==> config.mk <==
export PLATFORM = sky130hd
export DESIGN_NAME = audplay_controller
export DESIGN_NICKNAME = d
export VERILOG_FILES = /design/src/rtl/audplay_controller.sv
export SDC_FILE = /design/constraint.sdc
export NUM_CORES = 1
export LEC_CHECK = 0
export CORE_AREA = 2 2 166 135
export DETAILED_ROUTE_END_ITERATION = 8
export DIE_AREA = 0 0 168 137
export DONT_BUFFER_PORTS = 1
export HOLD_SLACK_MARGIN = 0.1
export PLACE_DENSITY = 0.8
export SYNTH_ARGS = -nofsm -noshare
export SYNTH_HDL_FRONTEND = slang
export SYNTH_SLANG_ARGS = --single-unit
export TNS_END_PERCENT = 50
==> constraint.sdc <==
create_clock -name clk -period 8.7 [get_ports clk]
set_clock_uncertainty 0.1 [all_clocks]
set_input_delay 0.435 -clock clk [delete_from_list [all_inputs] [get_ports clk]]
set_output_delay 0.435 -clock clk [all_outputs]
set_load 0.05 [all_outputs]
==> src/rtl/audplay_controller.sv <==
`default_nettype none
// +----------------------------------------------------------------------------+
// | audplay_controller: bus-mapped 16-deep sample FIFO feeding a serial audio  |
// | transmitter (sck/ws/sd). Define AUDPLAY_STEREO_EN for separate L/R words.  |
// | Revision: 1.0                                                              |
// +----------------------------------------------------------------------------+
`ifndef BUS_WIDTH
`define BUS_WIDTH 32
`endif
`ifndef BUS_ACC_WIDTH
`define BUS_ACC_WIDTH 2
`endif
`ifndef BUS_ACC_4B
`define BUS_ACC_4B 2'd2
`endif

module audplay_controller #(
  parameter int PRIMARY_DIV = 26
) (
  input  logic                      clk,
  input  logic                      rstn,
  input  logic [3:0]                addr,
  input  logic                      w_rb,
  input  logic [`BUS_ACC_WIDTH-1:0] acc,
  output logic [`BUS_WIDTH-1:0]     rdata,
  input  logic [`BUS_WIDTH-1:0]     wdata,
  input  logic                      req,
  output logic                      resp,
  output logic                      fault,
  output logic                      sck,
  output logic                      ws,
  output logic                      sd
);

  localparam int c_DIV_W = (PRIMARY_DIV > 1) ? $clog2(PRIMARY_DIV) : 1;
`ifdef AUDPLAY_STEREO_EN
  localparam int c_WORD_W = 32;
`else
  localparam int c_WORD_W = 16;
`endif
  localparam logic [3:0] c_ADDR_DR = 4'd0;
  localparam logic [3:0] c_ADDR_SR = 4'd4;
  localparam logic [3:0] c_ADDR_CR = 4'd8;

  typedef enum logic [1:0] {IDLE = 2'd0, LOW = 2'd1, HIGH = 2'd2} state_t;

  state_t               r_state, w_state_nxt;
  logic [5:0]           r_count, w_count_nxt;
  logic [c_DIV_W-1:0]   r_div;
  logic                 r_en, r_underrun, r_resp;
  logic [`BUS_WIDTH-1:0] r_rdata;
  logic [15:0]          r_frames;
  logic [c_WORD_W-1:0]  r_mem [16];
  logic [3:0]           r_wr_ptr, r_rd_ptr;
  logic [4:0]           r_level;
  logic [c_WORD_W-1:0]  r_word;

  logic w_full, w_empty, w_invalid, w_valid, w_push, w_cr_wr, w_sr_rd;
  logic w_flush, w_tick, w_pop, w_pop_data;
  logic [31:0] w_sr;
  logic [4:0]  w_b;
  logic [3:0]  w_idx;
  logic [15:0] w_left, w_right, w_chan;
  logic        w_unused_wdata;

  assign w_full  = (r_level == 5'd16);
  assign w_empty = (r_level == 5'd0);

  // Only aligned word accesses to DR (write), SR (read) and CR (write) are legal.
  assign w_invalid = (addr[1:0] != 2'd0) || (acc != `BUS_ACC_4B) || (addr > c_ADDR_CR)
                  || (w_rb && addr == c_ADDR_SR)
                  || (!w_rb && addr != c_ADDR_SR)
                  || (w_rb && addr == c_ADDR_DR && w_full);
  assign w_valid = req && !w_invalid;
  assign fault   = req && w_invalid;
  assign w_push  = w_valid && w_rb && (addr == c_ADDR_DR);
  assign w_cr_wr = w_valid && w_rb && (addr == c_ADDR_CR);
  assign w_sr_rd = w_valid && !w_rb;
  assign w_flush = w_cr_wr && wdata[30];
  assign w_unused_wdata = ^wdata;

  assign w_sr  = {r_underrun, w_full, w_empty, 8'd0, r_level, r_frames};
  assign resp  = r_resp;
  assign rdata = r_rdata;

  assign w_tick = (r_div == c_DIV_W'(PRIMARY_DIV - 1));

  always_ff @(posedge clk) begin
    if (!rstn) r_div <= '0;
    else       r_div <= w_tick ? '0 : r_div + 1'b1;
  end

  always_ff @(posedge clk) begin
    if (!rstn) begin
      r_state <= IDLE;
      r_count <= 6'd0;
    end else begin
      r_state <= w_state_nxt;
      r_count <= w_count_nxt;
    end
  end

  always_comb begin
    w_state_nxt = r_state;
    w_count_nxt = r_count;
    w_pop       = 1'b0;
    if (!r_en) begin
      w_state_nxt = IDLE;
      w_count_nxt = 6'd0;
    end else if (w_tick) begin
      w_count_nxt = r_count + 6'd1;
      if (r_count == 6'd63) begin
        case (r_state)
          IDLE:    begin w_state_nxt = LOW;  w_pop = 1'b1; end
          LOW:     w_state_nxt = HIGH;
          default: begin w_state_nxt = LOW;  w_pop = 1'b1; end
        endcase
      end
    end
  end

  assign w_pop_data = w_pop && !w_empty;

  always_ff @(posedge clk) begin
    if (!rstn) begin
      r_resp     <= 1'b0;
      r_rdata    <= '0;
      r_en       <= 1'b0;
      r_underrun <= 1'b0;
      r_frames   <= 16'd0;
      r_word     <= '0;
      r_wr_ptr   <= 4'd0;
      r_rd_ptr   <= 4'd0;
      r_level    <= 5'd0;
    end else begin
      r_resp <= w_valid;
      if (w_sr_rd) r_rdata <= w_sr;
      if (w_cr_wr) r_en <= wdata[31];
      if (w_pop) begin
        r_frames <= r_frames + 16'd1;
        r_word   <= w_empty ? '0 : r_mem[r_rd_ptr];
      end
      // A same-cycle underrun beats the clear-on-read.
      if (w_pop && w_empty)  r_underrun <= 1'b1;
      else if (w_sr_rd)      r_underrun <= 1'b0;
      if (w_flush) begin
        r_wr_ptr <= 4'd0;
        r_rd_ptr <= 4'd0;
        r_level  <= 5'd0;
      end else begin
        if (w_push)     r_wr_ptr <= r_wr_ptr + 4'd1;
        if (w_pop_data) r_rd_ptr <= r_rd_ptr + 4'd1;
        r_level <= r_level + {4'd0, w_push} - {4'd0, w_pop_data};
      end
    end
  end

  always_ff @(posedge clk) begin
    if (w_push) r_mem[r_wr_ptr] <= wdata[c_WORD_W-1:0];
  end

  assign w_left = r_word[15:0];
`ifdef AUDPLAY_STEREO_EN
  assign w_right = r_word[31:16];
`else
  assign w_right = r_word[15:0];
`endif
  assign w_chan = (r_state == HIGH) ? w_right : w_left;

  // Bit slot b carries channel bit 16-b, so data starts one slot after ws changes.
  assign w_b   = r_count[5:1];
  assign w_idx = 4'(5'd16 - w_b);
  assign sck   = (r_state == IDLE) || r_count[0];
  assign ws    = (r_state == IDLE) || (r_state == HIGH);
  assign sd    = (r_state != IDLE) && (w_b != 5'd0) && (w_b <= 5'd16) && w_chan[w_idx];

endmodule

`default_nettype wire

-- Word-level counts from Yosys, hierarchy flattened
Memory sizes are Yosys's and may differ from the RTL's. A register that Yosys moved wholly into a read port is not among the register bits.
Index checks and enable logic that the tools add are counted.
- bits in latches: 0
- word-level logic and storage cells: 85
- output and inout port bits: 37
- memory bits (writable): 256
- memory bits (read-only): 0
- memories: 1
- bits of input ports: 42
- bits in registers: 85
- shift operators: 0
- mux-type cells: 14
- multiply operators: 0
- equality and inequality tests: 9
- magnitude comparators: 3
- add/subtract/negate cells: 8
- divide/modulo/power cells: 0
- reductions and logical operators: 37
- bitwise gates (word level): 1
- memories (memory ; depth ; width ; rd ports ; clocked after memory_dff ; wr ports ; RTL line ; RTL):
    r_mem ; 16 ; 16 ; 1 ; 1 ; 1 ; 53 ; logic [c_WORD_W-1:0] r_mem [16];
- operator list (cell ; number):
    $add A16 B1 Y16 const B ; 1
    $logic_and A1 B1 Y1 ; 16
    $mux W16 ; 1
    $eq A5 B5 Y1 const B ; 2
    $mux W1 ; 9
    $add A4 B1 Y4 const B ; 2
    $mux W4 ; 2
    $logic_or A1 B1 Y1 ; 7
    $add A6 B1 Y6 const B ; 1
    $eq A6 B6 Y1 const B ; 1
    $reduce_bool A2 Y1 ; 3
    $add A5 B1 Y5 ; 1
    $add A5 B1 Y5 const B ; 1
    $le A5 B5 Y1 const B ; 1
    $logic_not A5 Y1 ; 1
    $lt A4 B5 Y1 const B ; 1
    $reduce_bool A5 Y1 ; 1
    $sub A5 B1 Y5 ; 1
    $bmux W1 S4 ; 1
    $eq A4 B3 Y1 const B ; 1
    $eq A4 B4 Y1 const B ; 1
    $gt A4 B4 Y1 const B ; 1
    $logic_not A4 Y1 ; 1
    $ne A4 B3 Y1 const B ; 1
    10 further kinds ; 14

-- Logic depth before layout (Yosys ltp)
Gate-level depths: netlist of the first run.
- depth after elaboration: 13
- depth in mapped cells: 16
- depth with buffers taken out: 15

-- Worst setup path before layout of the first run
Ideal clock, no wire load.
- kind: input port to flip-flop
- start point: input addr[1]
- end point: memory r_mem[0][0], enable pin
- slack: 5428 ps
- cell stages on the path: 6
- required time: 8191 ps
- buffers on the path: 1
- data arrival time: 2763 ps
- cells stage by stage: or4b_4 nor3b_4 and2_1 buf_2 nand2_1 nor3_1
- word-level cells in the longest chain between the ends: 12
- elaborated cells on any way between the ends: 20
- those cells by class: order compare: 1; eq/ne: 2; mux: 2; reduce/logical: 15
- ends and longest elaborated chain (what ; RTL line ; RTL):
    from (decl) ; 22 ; input logic [3:0] addr,
    branches (longest 9 deep; another with $gt A4 B4 Y1) ; -- ;
    $logic_and A1 B1 Y1 * ; 76 ; assign w_push = w_valid && w_rb && (addr == c_ADDR_DR);
    $mux W1 * ; 159 ; if (w_push) r_mem[r_wr_ptr] <= wdata[c_WORD_W-1:0];
    $mux W1 (implied by the code) * ; 159 ;
    to (decl) ; 53 ;
Mark *: on every way between the ends.

-- Worst setup path after layout of the first run
- start point: register r_count[1]
- end point: output sd
- word-level cells in the longest chain between the ends: 4
- elaborated cells on any way between the ends: 8
- those cells by class: add/sub: 1; order compare: 1; mux: 2; reduce/logical: 4
- ends and longest elaborated chain (what ; RTL line ; RTL):
    from (decl) ; 48 ; logic [5:0] r_count, w_count_nxt;
    from (signal assigned) ; 99 ; r_count <= w_count_nxt;
    $sub A1 B4 Y4 or $reduce_bool A5 Y1 (tied branches) ; 172, 175 ;
    $bmux W1 S4 or $logic_and A1 B1 Y1 (tied branches) ; 175 ; assign sd = (r_state != IDLE) && (w_b != 5'd0) && (w_b <= 5'd16) && w_chan[w_idx];
    $mux W1 (implied by the code) or $logic_and A1 B1 Y1 (tied branches) ; 175 ;
    $logic_and A1 B1 Y1 * ; 175 ;
    to (decl) ; 32 ; output logic sd
Every way passes the cells marked *; elsewhere a longest branch is shown, timed or not. The select of a mux whose other input is x is not followed.

==> out/results.ini, run 1 <==
[status]
status = finished, final reports clean

[logic_synthesis]
syn_inst = 823
synth_area_leader_cell = edfxtp_1
synthArstFlopShare = 0
synth_cell_types = 47
synthTopCellsByArea = edfxtp_1 56%, dfxtp_1 13%, mux4_2 11%
syn_avg_cell_area_um2 = 16.63
ys.flop_type = edfxtp_1
synth.top_cells.by_count = 256 x edfxtp_1, 89 x dfxtp_1, 87 x nor2_1
synth_edf_count = 256
yosys.cell_count.top_type = edfxtp_1
netlist.area_leader.share = 0.5616
synth_seq_cells = 345
syn_area_um2 = 13690
ys_seq_area_frac = 0.6917
synth_warnings = 0

[die]
core_um2 = 21320
io_pins = 79
dieWidth_um = 168
die_h_um = 137
die-area_um2 = 23020
rows = 48
initial_utilization = 0.6421

[worst_setup_path]
path_cells = inv_1 -> ha_1 -> mux4_2 -> nor2b_1 -> a211oi_1 -> a211oi_2
crit_start = r_count[1]
start_kind = register
critical_path_buf_inv_count = 1
slowest_delay_ps = 900
reg2reg_from = r_div[0]
cp.arrival_ps = 3150
worst-endpoint-required_ps = 8170
crit_family = compound AO/OA/AOI/OAI gates
crit_type = register to output pin
critPathMaxFanout = 8
critPathCaptureType = output pin
slowest_stage = a211oi_2

[sta]
tns_ps = 0
layout_setup_ws_ps = 5019
hold_viol_final = 0
maxSlewHeadroom = 0.2436
finalMaxSlewViolations = 0
setup_violations = 0
fmax_mhz = 271.7
period_share = 0.4231
min_period_ps = 3681
tightestPinTransition_ps = 1135
grt_setup_unrepaired = false

[global_route]
grtUsageMet2 = 0.4098
use_met1 = 0.3470
grt_pass1_vias = 7478
grt_pass1_wl_mm = 42.80
busiest_layer = met2
grt_overflow = 0
grt_max_degree = 65
grtUsageTotal = 0.2513
use_met3 = 0.05495
antenna_found_initial = 1

[pwr]
power.leakage_nw = 5.025
totalPowerFinal_mw = 3.233
ir_worst_vdd_mv = 0.1851
p_per_area_nw_per_um2 = 211.8

[drt]
drtAntennaViolNets = 0
route.vias.total = 7317
routed_wl_mm = 28.24
wl_per_cell_um = 24.28
drtIter0Drc = 850
drc = 0
dr.pass1.iters = 5
via_per_inst = 6.291

[clocking]
clock_sinks = 345
cts_tree = built
clk_pin_slew_worst_paths_ps = 60
clk_latency_ps = 510
root_buffer = clkbuf_16
max-clock-path-buffers = 3
numCtsBuffers = 34
htreeDepth = 2

[layout]
synthToLayoutAreaGrowth_pct = 11.49
drive_gt1_frac = 0.1928
fillers = 1281
final_nets = 921
instances_no_fill = 1163

[min_path]
hold_path_class = input port to register
hold_start = addr[3]

[place]
dp.cells = 1079
place_ws_ps = 5083
port_buffers = 0
place_hpwl_mm = 16.34
gp_congestion = 0.8111

[flow_run]
maxCapViolCount = 0

[stage by stage]
step                      hold WS, ps    util  cell area (um2)
after floorplan                 333.4       -            13720
after global placement          340.9  0.6545            13950
after detailed placement        372.3  0.6545            13950
after CTS                       117.7  0.7157            15260
after global routing            151.8  0.7157            15260
final                           148.5  0.7158            15260
[sequential cells by signal, indices dropped and copies added (netlist names), 2 cells and up, named ones only]
register / count
r_level: 5
r_div: 5
r_count: 6
r_wr_ptr: 4
r_rd_ptr: 4
rdata: 24
r_mem: 256
r_state: 2
r_frames: 16
r_word: 16
[worst register-to-register path: stages, from the launching register on]
cell     delay, ps
dfxtp_1        390
ha_1           160
and4b_1        400
nand4_1        690
nor2_1         470
ha_1           180
inv_1           40
ha_1           200
fa_1           410
a21oi_1        160
nor2_1          50
nor2_1         110
xnor2_1        120
nor2_1          50
[what timing repair did]
item	in CTS	in global routing
hold endpoints to repair	266	0
buffers inserted	0	0
resized for setup	0	0
hold buffers	21	0
[layout make-up]
class / count / area (um2) / share of cell area
diodes: 1 / 2.502 / 0.0001640
clock buffers: 47 / 993.5 / 0.06509
clock inverters: 15 / 102.6 / 0.006722
inverters: 18 / 67.56 / 0.004427
multi-input cells: 419 / 3902 / 0.2557
flip-flops and latches: 345 / 9474 / 0.6208
well taps: 275 / 344.1 / 0.02254
repair buffers: 43 / 375.4 / 0.02459
[logic make-up after synthesis]
| group | share of synthesized area |
|---|---|
| buf+inv | 0.02696 |
| fa+ha+maj | 0.01700 |
| other cells | 0.0002739 |
| flops | 0.6917 |
| xor+xnor | 0.02175 |
| compound gates | 0.02550 |
| mux | 0.1520 |
| simple gates | 0.06480 |
[power by group]
part | internal (mW) | total (mW) | leakage (nW) | switching (mW)
registers | 1.76 | 1.77 | 3.02 | 0.00160
logic | 0.00958 | 0.0445 | 1.48 | 0.0349
clock network | 0.832 | 1.42 | 0.530 | 0.590
total | 2.61 | 3.23 | 5.03 | 0.627
[metal layers]
layer	up-vias	part of all wire	routed length [um]
met5	-	0	0
met4	0	0.021	583
met3	53	0.086	2428
met2	330	0.48	13540
met1	3723	0.41	11680
li1	3211	-	-
[final timing paths]
check | end | slack [ps] | cells past startpoint
worst max register to register | r_level[4] | 5050 | 13
worst min register to register | r_frames[15] | 380 | 2
worst min-delay path | r_level[1] | 150 | 2
worst max-delay path | sd | 5020 | 6
[layout by cell type (no fill, tap or decap), drive strengths merged, types with 20 or more instances in the layout]
cell         count
inv             20
o21ai           20
buf             22
xnor2           24
clkbuf          47
mux4            68
nor2            90
edfxtp         256
dfxtp           89
mux2i           38
dlygate4sd3     21
(Power assumes the default switching activity.)
==> inputs of run 2 (changes only) <==
Settings changed: ABC_AREA set to 1, CORE_AREA 2 2 166 135 to 2 2 183 149, DIE_AREA 0 0 168 137 to 0 0 185 151, PLACE_DENSITY 0.8 to 0.75.
Clock period 8.7 ns to 3.02 ns, I/O delays scaled along.
==> run 2 against run 1 <==
Hold slack got worse by 10 ps. Largest cell class unchanged. Sequential share of layout area fell by 5.3 points. Cell count rose by 58%. Largest power group unchanged.
==> out/results.ini, run 2 <==
[status]
status = finished, final reports clean  ; unchanged

[logic_synthesis]
yosys.cell_count.top_type = edfxtp_1  ; unchanged
syn_area_um2 = 14750  ; was 13690 um2
syn_inst = 1413  ; was 823
synth_edf_count = 256  ; unchanged
ys_seq_area_frac = 0.6418  ; was 0.6917
ys.flop_type = edfxtp_1  ; unchanged
synth_warnings = 0  ; unchanged
syn_avg_cell_area_um2 = 10.44  ; was 16.63 um2
synthArstFlopShare = 0  ; unchanged
synth_area_leader_cell = edfxtp_1  ; unchanged
netlist.area_leader.share = 0.5210  ; was 0.5616
synthTopCellsByArea = edfxtp_1 52%, dfxtp_1 12%, nand2_1 6.0%  ; was edfxtp_1 56%, dfxtp_1 13%, mux4_2 11%
synth_cell_types = 39  ; was 47
synth.top_cells.by_count = 256 x edfxtp_1, 237 x nand2_1, 191 x inv_1  ; was 256 x edfxtp_1, 89 x dfxtp_1, 87 x nor2_1
synth_seq_cells = 345  ; unchanged

[worst_setup_path]
cp.arrival_ps = 2980  ; was 3150 ps
start_kind = register  ; unchanged
slowest_delay_ps = 580  ; was 900 ps
slowest_stage = dlygate4sd3_1  ; was a211oi_2
reg2reg_from = r_level[2]  ; was r_div[0]
crit_start = r_level[2]  ; was r_count[1]
crit_type = register to register  ; was register to output pin
worst-endpoint-required_ps = 3110  ; was 8170 ps
crit_path_frequent_cell = nor2_2
critPathMaxFanout = 16  ; was 8
critPathCaptureType = register  ; was output pin
path_cells = inv_1 -> ha_1 -> nand3_1 -> nor2_2 -> nor2_2 -> nand4_2 -> nor2_2 -> dlygate4sd3_1 -> buf_4 -> nand2_1 -> nor2_2 -> buf_4  ; was inv_1 -> ha_1 -> mux4_2 -> nor2b_1 -> a211oi_1 -> a211oi_2

[die]
die-area_um2 = 27940  ; was 23020 um2
dieWidth_um = 185  ; was 168 um
core_um2 = 25990  ; was 21320 um2
initial_utilization = 0.5676  ; was 0.6421
die_h_um = 151  ; was 137 um
rows = 53  ; was 48
io_pins = 79  ; unchanged

[global_route]
use_met3 = 0.04424  ; was 0.05495
grtUsageTotal = 0.2388  ; was 0.2513
use_met1 = 0.3394  ; was 0.3470
antenna_found_initial = 4  ; was 1
grt_pass1_wl_mm = 50.96  ; was 42.80 mm
busiest_layer = met2  ; unchanged
grtUsageMet2 = 0.3766  ; was 0.4098
grt_max_degree = 174  ; was 65
grt_pass1_vias = 9494  ; was 7478
grt_overflow = 0  ; unchanged

[layout]
multi_input_area_um2 = 4242  ; was 3902 um2
synthToLayoutAreaGrowth_pct = 13.25  ; was 11.49%
fillers = 1952  ; was 1281
final_common_cell = edfxtp_1  ; unchanged
top_register = r_mem  ; unchanged
drive_gt1_frac = 0.1044  ; was 0.1928
regArea_um2 = 9484  ; was 9474 um2
layout_common_cells = 256 x edfxtp_1, 237 x nand2_1, 190 x inv_1  ; was 256 x edfxtp_1, 87 x nor2_1, 87 x dfxtp_1
largest_reg_flops = 256  ; unchanged
design_area_um2 = 16710  ; was 15260 um2
final_nets = 1514  ; was 921

[clocking]
max-clock-path-buffers = 3  ; unchanged
cts_tree = built  ; unchanged
clk_latency_ps = 520  ; was 510 ps
clk_pin_slew_worst_paths_ps = 60  ; about the same
root_buffer = clkbuf_16  ; unchanged
htreeDepth = 2  ; unchanged
clock_sinks = 345  ; unchanged
numCtsBuffers = 35  ; was 34

[place]
port_buffers = 0  ; unchanged
place_hpwl_mm = 19.45  ; was 16.34 mm
gp_congestion = 0.9067  ; was 0.8111
dpl-instance-area_um2 = 15200  ; was 13950 um2

[sta]
hold_ws_ps = 138.2  ; was 148.5 ps
tns_ps = 0  ; unchanged
period_share = 0.9574
maxSlewHeadroom = 0.2885  ; was 0.2436
fmax_mhz = 345.9
setup_violations = 0  ; unchanged
hold_viol_final = 0  ; unchanged
finalMaxSlewViolations = 0  ; unchanged
min_period_ps = 2891
tightestPinTransition_ps = 1060  ; was 1135 ps

[drt]
route.vias.total = 10140  ; was 7317
drtAntennaViolNets = 0  ; unchanged
via_per_inst = 5.532  ; was 6.291
dr.pass1.iters = 5  ; unchanged
wl_per_cell_um = 18.00  ; was 24.28 um
routed_wl_mm = 33.00  ; was 28.24 mm
drc = 0  ; unchanged
drtIter0Drc = 1145  ; was 850

[pwr]
combPwrFrac = 0.016  ; was 0.014
internal-power_mw = 7.517  ; was 2.606 mW
power.leakage_nw = 5.896  ; was 5.025 nW
p_seq_frac = 0.546  ; about the same
power.switching_mw = 1.806  ; was 627.0 uW
pwr-share-clk = 0.438  ; was 0.440
ir_worst_vdd_mv = 0.6998  ; was 0.1851 mV
p_per_area_nw_per_um2 = 558.0  ; was 211.8 nW/um2
swShare = 0.1937  ; was 0.1939

[flow_run]
maxCapViolCount = 0  ; unchanged

[min_path]
hold_start = w_rb  ; was addr[3]
hold_path_class = input port to register  ; unchanged

## run 2: changes by cell type after synthesis, sizes merged, moves of 38 or more
cell,delta
mux4,-68
o211ai,+64
o21ai,+57
inv,+177
nand3,+103
mux2i,-38
nand2,+231
a21oi,+120
## run 2: cells by family after synthesis
group | synth area share
xor+xnor | 0.01425
other cells | 0.0002542
buf+inv | 0.07632
simple gates | 0.1420
flops | 0.6418
compound gates | 0.1097
fa+ha+maj | 0.01577
## run 2: what timing repair did
action | 4_1_cts | 5_1_grt
resized for setup | 0 | 17
setup endpoints to repair | 0 | 141
setup buffers | 0 | 7
hold buffers | 33 | 0
endpoints found under the hold margin | 323 | 0
## run 2: final timing paths
check / cells after the start / slack (ps) / end
max: 12 / 130 / r_mem[9][4]
min: 4 / 140 / rdata[19]
max reg2reg: 12 / 130 / r_mem[9][4]
min reg2reg: 1 / 330 / r_div[0]
## run 2: cell type report
type	instances	share of cell area
Multi-Input combinational cell	801	0.2539
Clock buffer	49	0.06021
Inverter	195	0.04381
Timing Repair Buffer	76	0.04366
Tap cell	357	0.02673
Clock inverter	9	0.003969
Sequential cell	345	0.5676
Antenna cell	1	0.0001498
## run 2: worst max-delay path, delay by kind of cell (launching register included)
family                     cells  cell delay (ps)
adders and majority gates      1              210
buffers and inverters          4             1080
DFF                            1              340
and+or+nand+nor                7              820
## run 2: metrics by stage
step | total power, mW | instances | utilization | setup slack (ps)
6_report | 9.323 | 1833 | 0.6428 | 128.6
5_1_grt | 9.564 | 1833 | 0.6428 | -7.604
4_1_cts | 9.363 | 1825 | 0.6387 | 35.64
3_5_place_dp | 5.257 | 1734 | 0.5848 | 78.32
3_3_place_gp | 5.256 | 1734 | 0.5848 | 161.6
2_1_floorplan | 5.258 | 1420 | - | 166.8
## run 2: power by group through the flow
stage / registers, mW / logic (mW) / clock network [mW]
2_1_floorplan: 5.19 / 0.0681 / 0
3_3_place_gp: 5.19 / 0.0672 / 0
3_5_place_dp: 5.19 / 0.0679 / 0
4_1_cts: 5.09 / 0.146 / 4.13
5_1_grt: 5.09 / 0.162 / 4.32
6_report: 5.09 / 0.149 / 4.09
## run 2: layer usage
| metal | vias up | wire, um | share of wire |
|---|---|---|---|
| li1 | 4869 | - | - |
| met1 | 4842 | 14310 | 0.43 |
| met2 | 365 | 15360 | 0.47 |
| met3 | 59 | 2590 | 0.078 |
| met4 | 6 | 706 | 0.021 |
| met5 | - | 41 | 0.0012 |
==> inputs of run 3 (changes only) <==
Settings changed: ABC_AREA 1 to 0, CORE_AREA 2 2 183 149 to 2 2 177 144, DIE_AREA 0 0 185 151 to 0 0 179 146.
==> run 3 against run 2 <==
Die area fell by 6.4%. Combinational power fell by 12%. Non-clock buffer count fell by 15. Sequential share of layout area rose by 4.2 points. Register-to-register slack barely moved. Largest cell class unchanged. Routed wire length fell by 16%. Total power rose by 0.86%. Count of clock-buffer cells in the layout rose by 1. Cell count fell by 33%. Global-route usage fell by 2.3 points.
==> out/results.ini, run 3 (synthesis results as in run 1) <==
[status]
status = finished, final reports clean  ; unchanged

[place]
dp.cells = 1137  ; was 1734
dpl-instance-area_um2 = 14160  ; was 15200 um2
port_buffers = 0  ; unchanged
place_hpwl_mm = 16.23  ; was 19.45 mm
gp_congestion = 0.8196  ; was 0.9067

[clocking]
clk_latency_ps = 510  ; was 520 ps
cts_tree = built  ; unchanged
clk_pin_slew_worst_paths_ps = 60  ; about the same
max-clock-path-buffers = 3  ; unchanged
clock_sinks = 345  ; unchanged
numCtsBuffers = 36  ; was 35
root_buffer = clkbuf_16  ; unchanged
htreeDepth = 2  ; unchanged

[sta]
period_share = 0.9590  ; was 0.9574
finalMaxSlewViolations = 0  ; unchanged
setup_violations = 0  ; unchanged
grt_setup_unrepaired = true
tightestPinTransition_ps = 1112  ; was 1060 ps
min_period_ps = 2896  ; was 2891 ps
hold_ws_ps = 144.2  ; was 138.2 ps
hold_viol_final = 0  ; unchanged
fmax_mhz = 345.3  ; was 345.9 MHz
maxSlewHeadroom = 0.2569  ; was 0.2885

[pwr]
ir_worst_vdd_mv = 0.6440  ; was 0.6998 mV
p_seq_frac = 0.541  ; was 0.546
p_per_area_nw_per_um2 = 604.9  ; was 558.0 nW/um2
internal-power_mw = 7.562  ; was 7.517 mW
power.switching_mw = 1.840  ; was 1.806 mW
combPwrFrac = 0.014  ; was 0.016
power.leakage_nw = 5.152  ; was 5.896 nW
pwr-share-clk = 0.445  ; was 0.438
swShare = 0.1957  ; was 0.1937

[layout]
fillers = 1596  ; was 1952
top_register = r_mem  ; unchanged
synthToLayoutAreaGrowth_pct = 13.55  ; was 13.25%
drive_gt1_frac = 0.2178  ; was 0.1044
final_common_cell = edfxtp_1  ; unchanged
instances_no_fill = 1229  ; was 1833
design_area_um2 = 15540  ; was 16710 um2
final_nets = 941  ; was 1514
layout_common_cells = 256 x edfxtp_1, 87 x nor2_1, 86 x dfxtp_1  ; was 256 x edfxtp_1, 237 x nand2_1, 190 x inv_1
largest_reg_flops = 256  ; unchanged
final_core_util = 0.6428  ; about the same

[drt]
drc = 0  ; unchanged
via_per_inst = 5.950  ; was 5.532
drtAntennaViolNets = 0  ; unchanged
dr.pass1.iters = 5  ; unchanged
drtIter0Drc = 635  ; was 1145
routed_wl_mm = 27.57  ; was 33.00 mm
wl_per_cell_um = 22.43  ; was 18.00 um
route.vias.total = 7312  ; was 10140

[worst_setup_path]
cp.arrival_ps = 3190  ; was 2980 ps
critPathMaxFanout = 4  ; was 16
worst-endpoint-required_ps = 3310  ; was 3110 ps
critPathCaptureType = register  ; unchanged
start_kind = register  ; unchanged
crit_type = register to register  ; unchanged

[global_route]
grt_pass1_vias = 7318  ; was 9494
grt_overflow = 0  ; unchanged
grt_pass1_wl_mm = 42.41  ; was 50.96 mm
grt_max_degree = 65  ; was 174
antenna_found_initial = 2  ; was 4
grtUsageTotal = 0.2157  ; was 0.2388

[die]
core_um2 = 24180  ; was 25990 um2
initial_utilization = 0.5660  ; was 0.5676
rows = 51  ; was 53
die-area_um2 = 26130  ; was 27940 um2
io_pins = 79  ; unchanged
dieWidth_um = 179  ; was 185 um
die_h_um = 146  ; was 151 um

[flow_run]
maxCapViolCount = 0  ; unchanged

[min_path]
hold_path_class = input port to register  ; unchanged

run 3: cell types whose count changed in the layout (fill, tap and decap cells not counted), moves of 15 or more:
cell / change
nand2_1: -221
inv_1: -172
a21oi_1: -110
nand3_1: -104
mux4_2: +68
o211ai_1: -64
o21ai_0: -55
mux2i_1: +38
nor2_1: +34
a22oi_1: +16
nor2_2: -16
mux2_2: +15
run 3: worst paths after layout:
check / from / end / slack [ps] / cells past startpoint
max: r_level[2] / r_level[4] / 120 / 15
min: rstn / r_word[3] / 140 / 5
max reg2reg: r_level[2] / r_level[4] / 120 / 15
min reg2reg: r_div[0] / r_div[0] / 380 / 1
run 3: cell type report:
class                           count  area, um2  area share
Clock buffer                       50       1015     0.06528
Timing Repair Buffer               61      555.5     0.03574
Sequential cell                   345       9475      0.6095
Tap cell                          318      397.9     0.02560
Clock inverter                     16      115.1    0.007405
Antenna cell                        2      5.005   0.0003220
Multi-Input combinational cell    419       3914      0.2518
Inverter                           18      67.56    0.004346
run 3: per-stage QoR:
| step | setup TNS [ps] | setup slack [ps] | power (mW) |
|---|---|---|---|
| 2_1_floorplan | 0 | 31.57 | 5.253 |
| 3_3_place_gp | 0 | 151.6 | 5.249 |
| 3_5_place_dp | 0 | 104.1 | 5.253 |
| 4_1_cts | 0 | 67.75 | 9.469 |
| 5_1_grt | -46.76 | -46.76 | 9.674 |
| 6_report | 0 | 123.7 | 9.403 |
run 3: what timing repair did:
action                                  CTS  global route
setup buffers                             0             0
endpoints found under the setup margin    0            16
gates resized for setup                   0             3
hold endpoints to repair                345             0
hold buffers                             24             0
run 3: power groups by stage:
stage / logic [mW] / registers (mW) / clock network (mW)
4_1_cts: 0.130 / 5.09 / 4.25
3_3_place_gp: 0.0584 / 5.19 / 0
2_1_floorplan: 0.0617 / 5.19 / 0
6_report: 0.131 / 5.09 / 4.18
3_5_place_dp: 0.0619 / 5.19 / 0
5_1_grt: 0.142 / 5.09 / 4.44
run 3: per-layer routing:
layer | track usage | part of all wire | vias up
met3 | 0.03736 | 0.068 | 40
met2 | 0.3573 | 0.50 | 272
met4 | 0.05447 | 0.014 | 0
met1 | 0.2993 | 0.41 | 3742
met5 | 0 | 0 | -
li1 | - | - | 3258
run 3: critical path: stages (launching register included):
cell and delay (ps):
dfxtp_1 340, inv_1 80, ha_1 220, nor4bb_1 140, nor2_1 230, and2_1 190
inv_1 50, ha_1 270, inv_1 40, ha_1 200, fa_1 420, a21oi_1 160
nor2_1 50, nor2_1 110, xnor2_1 130, nor2_1 50
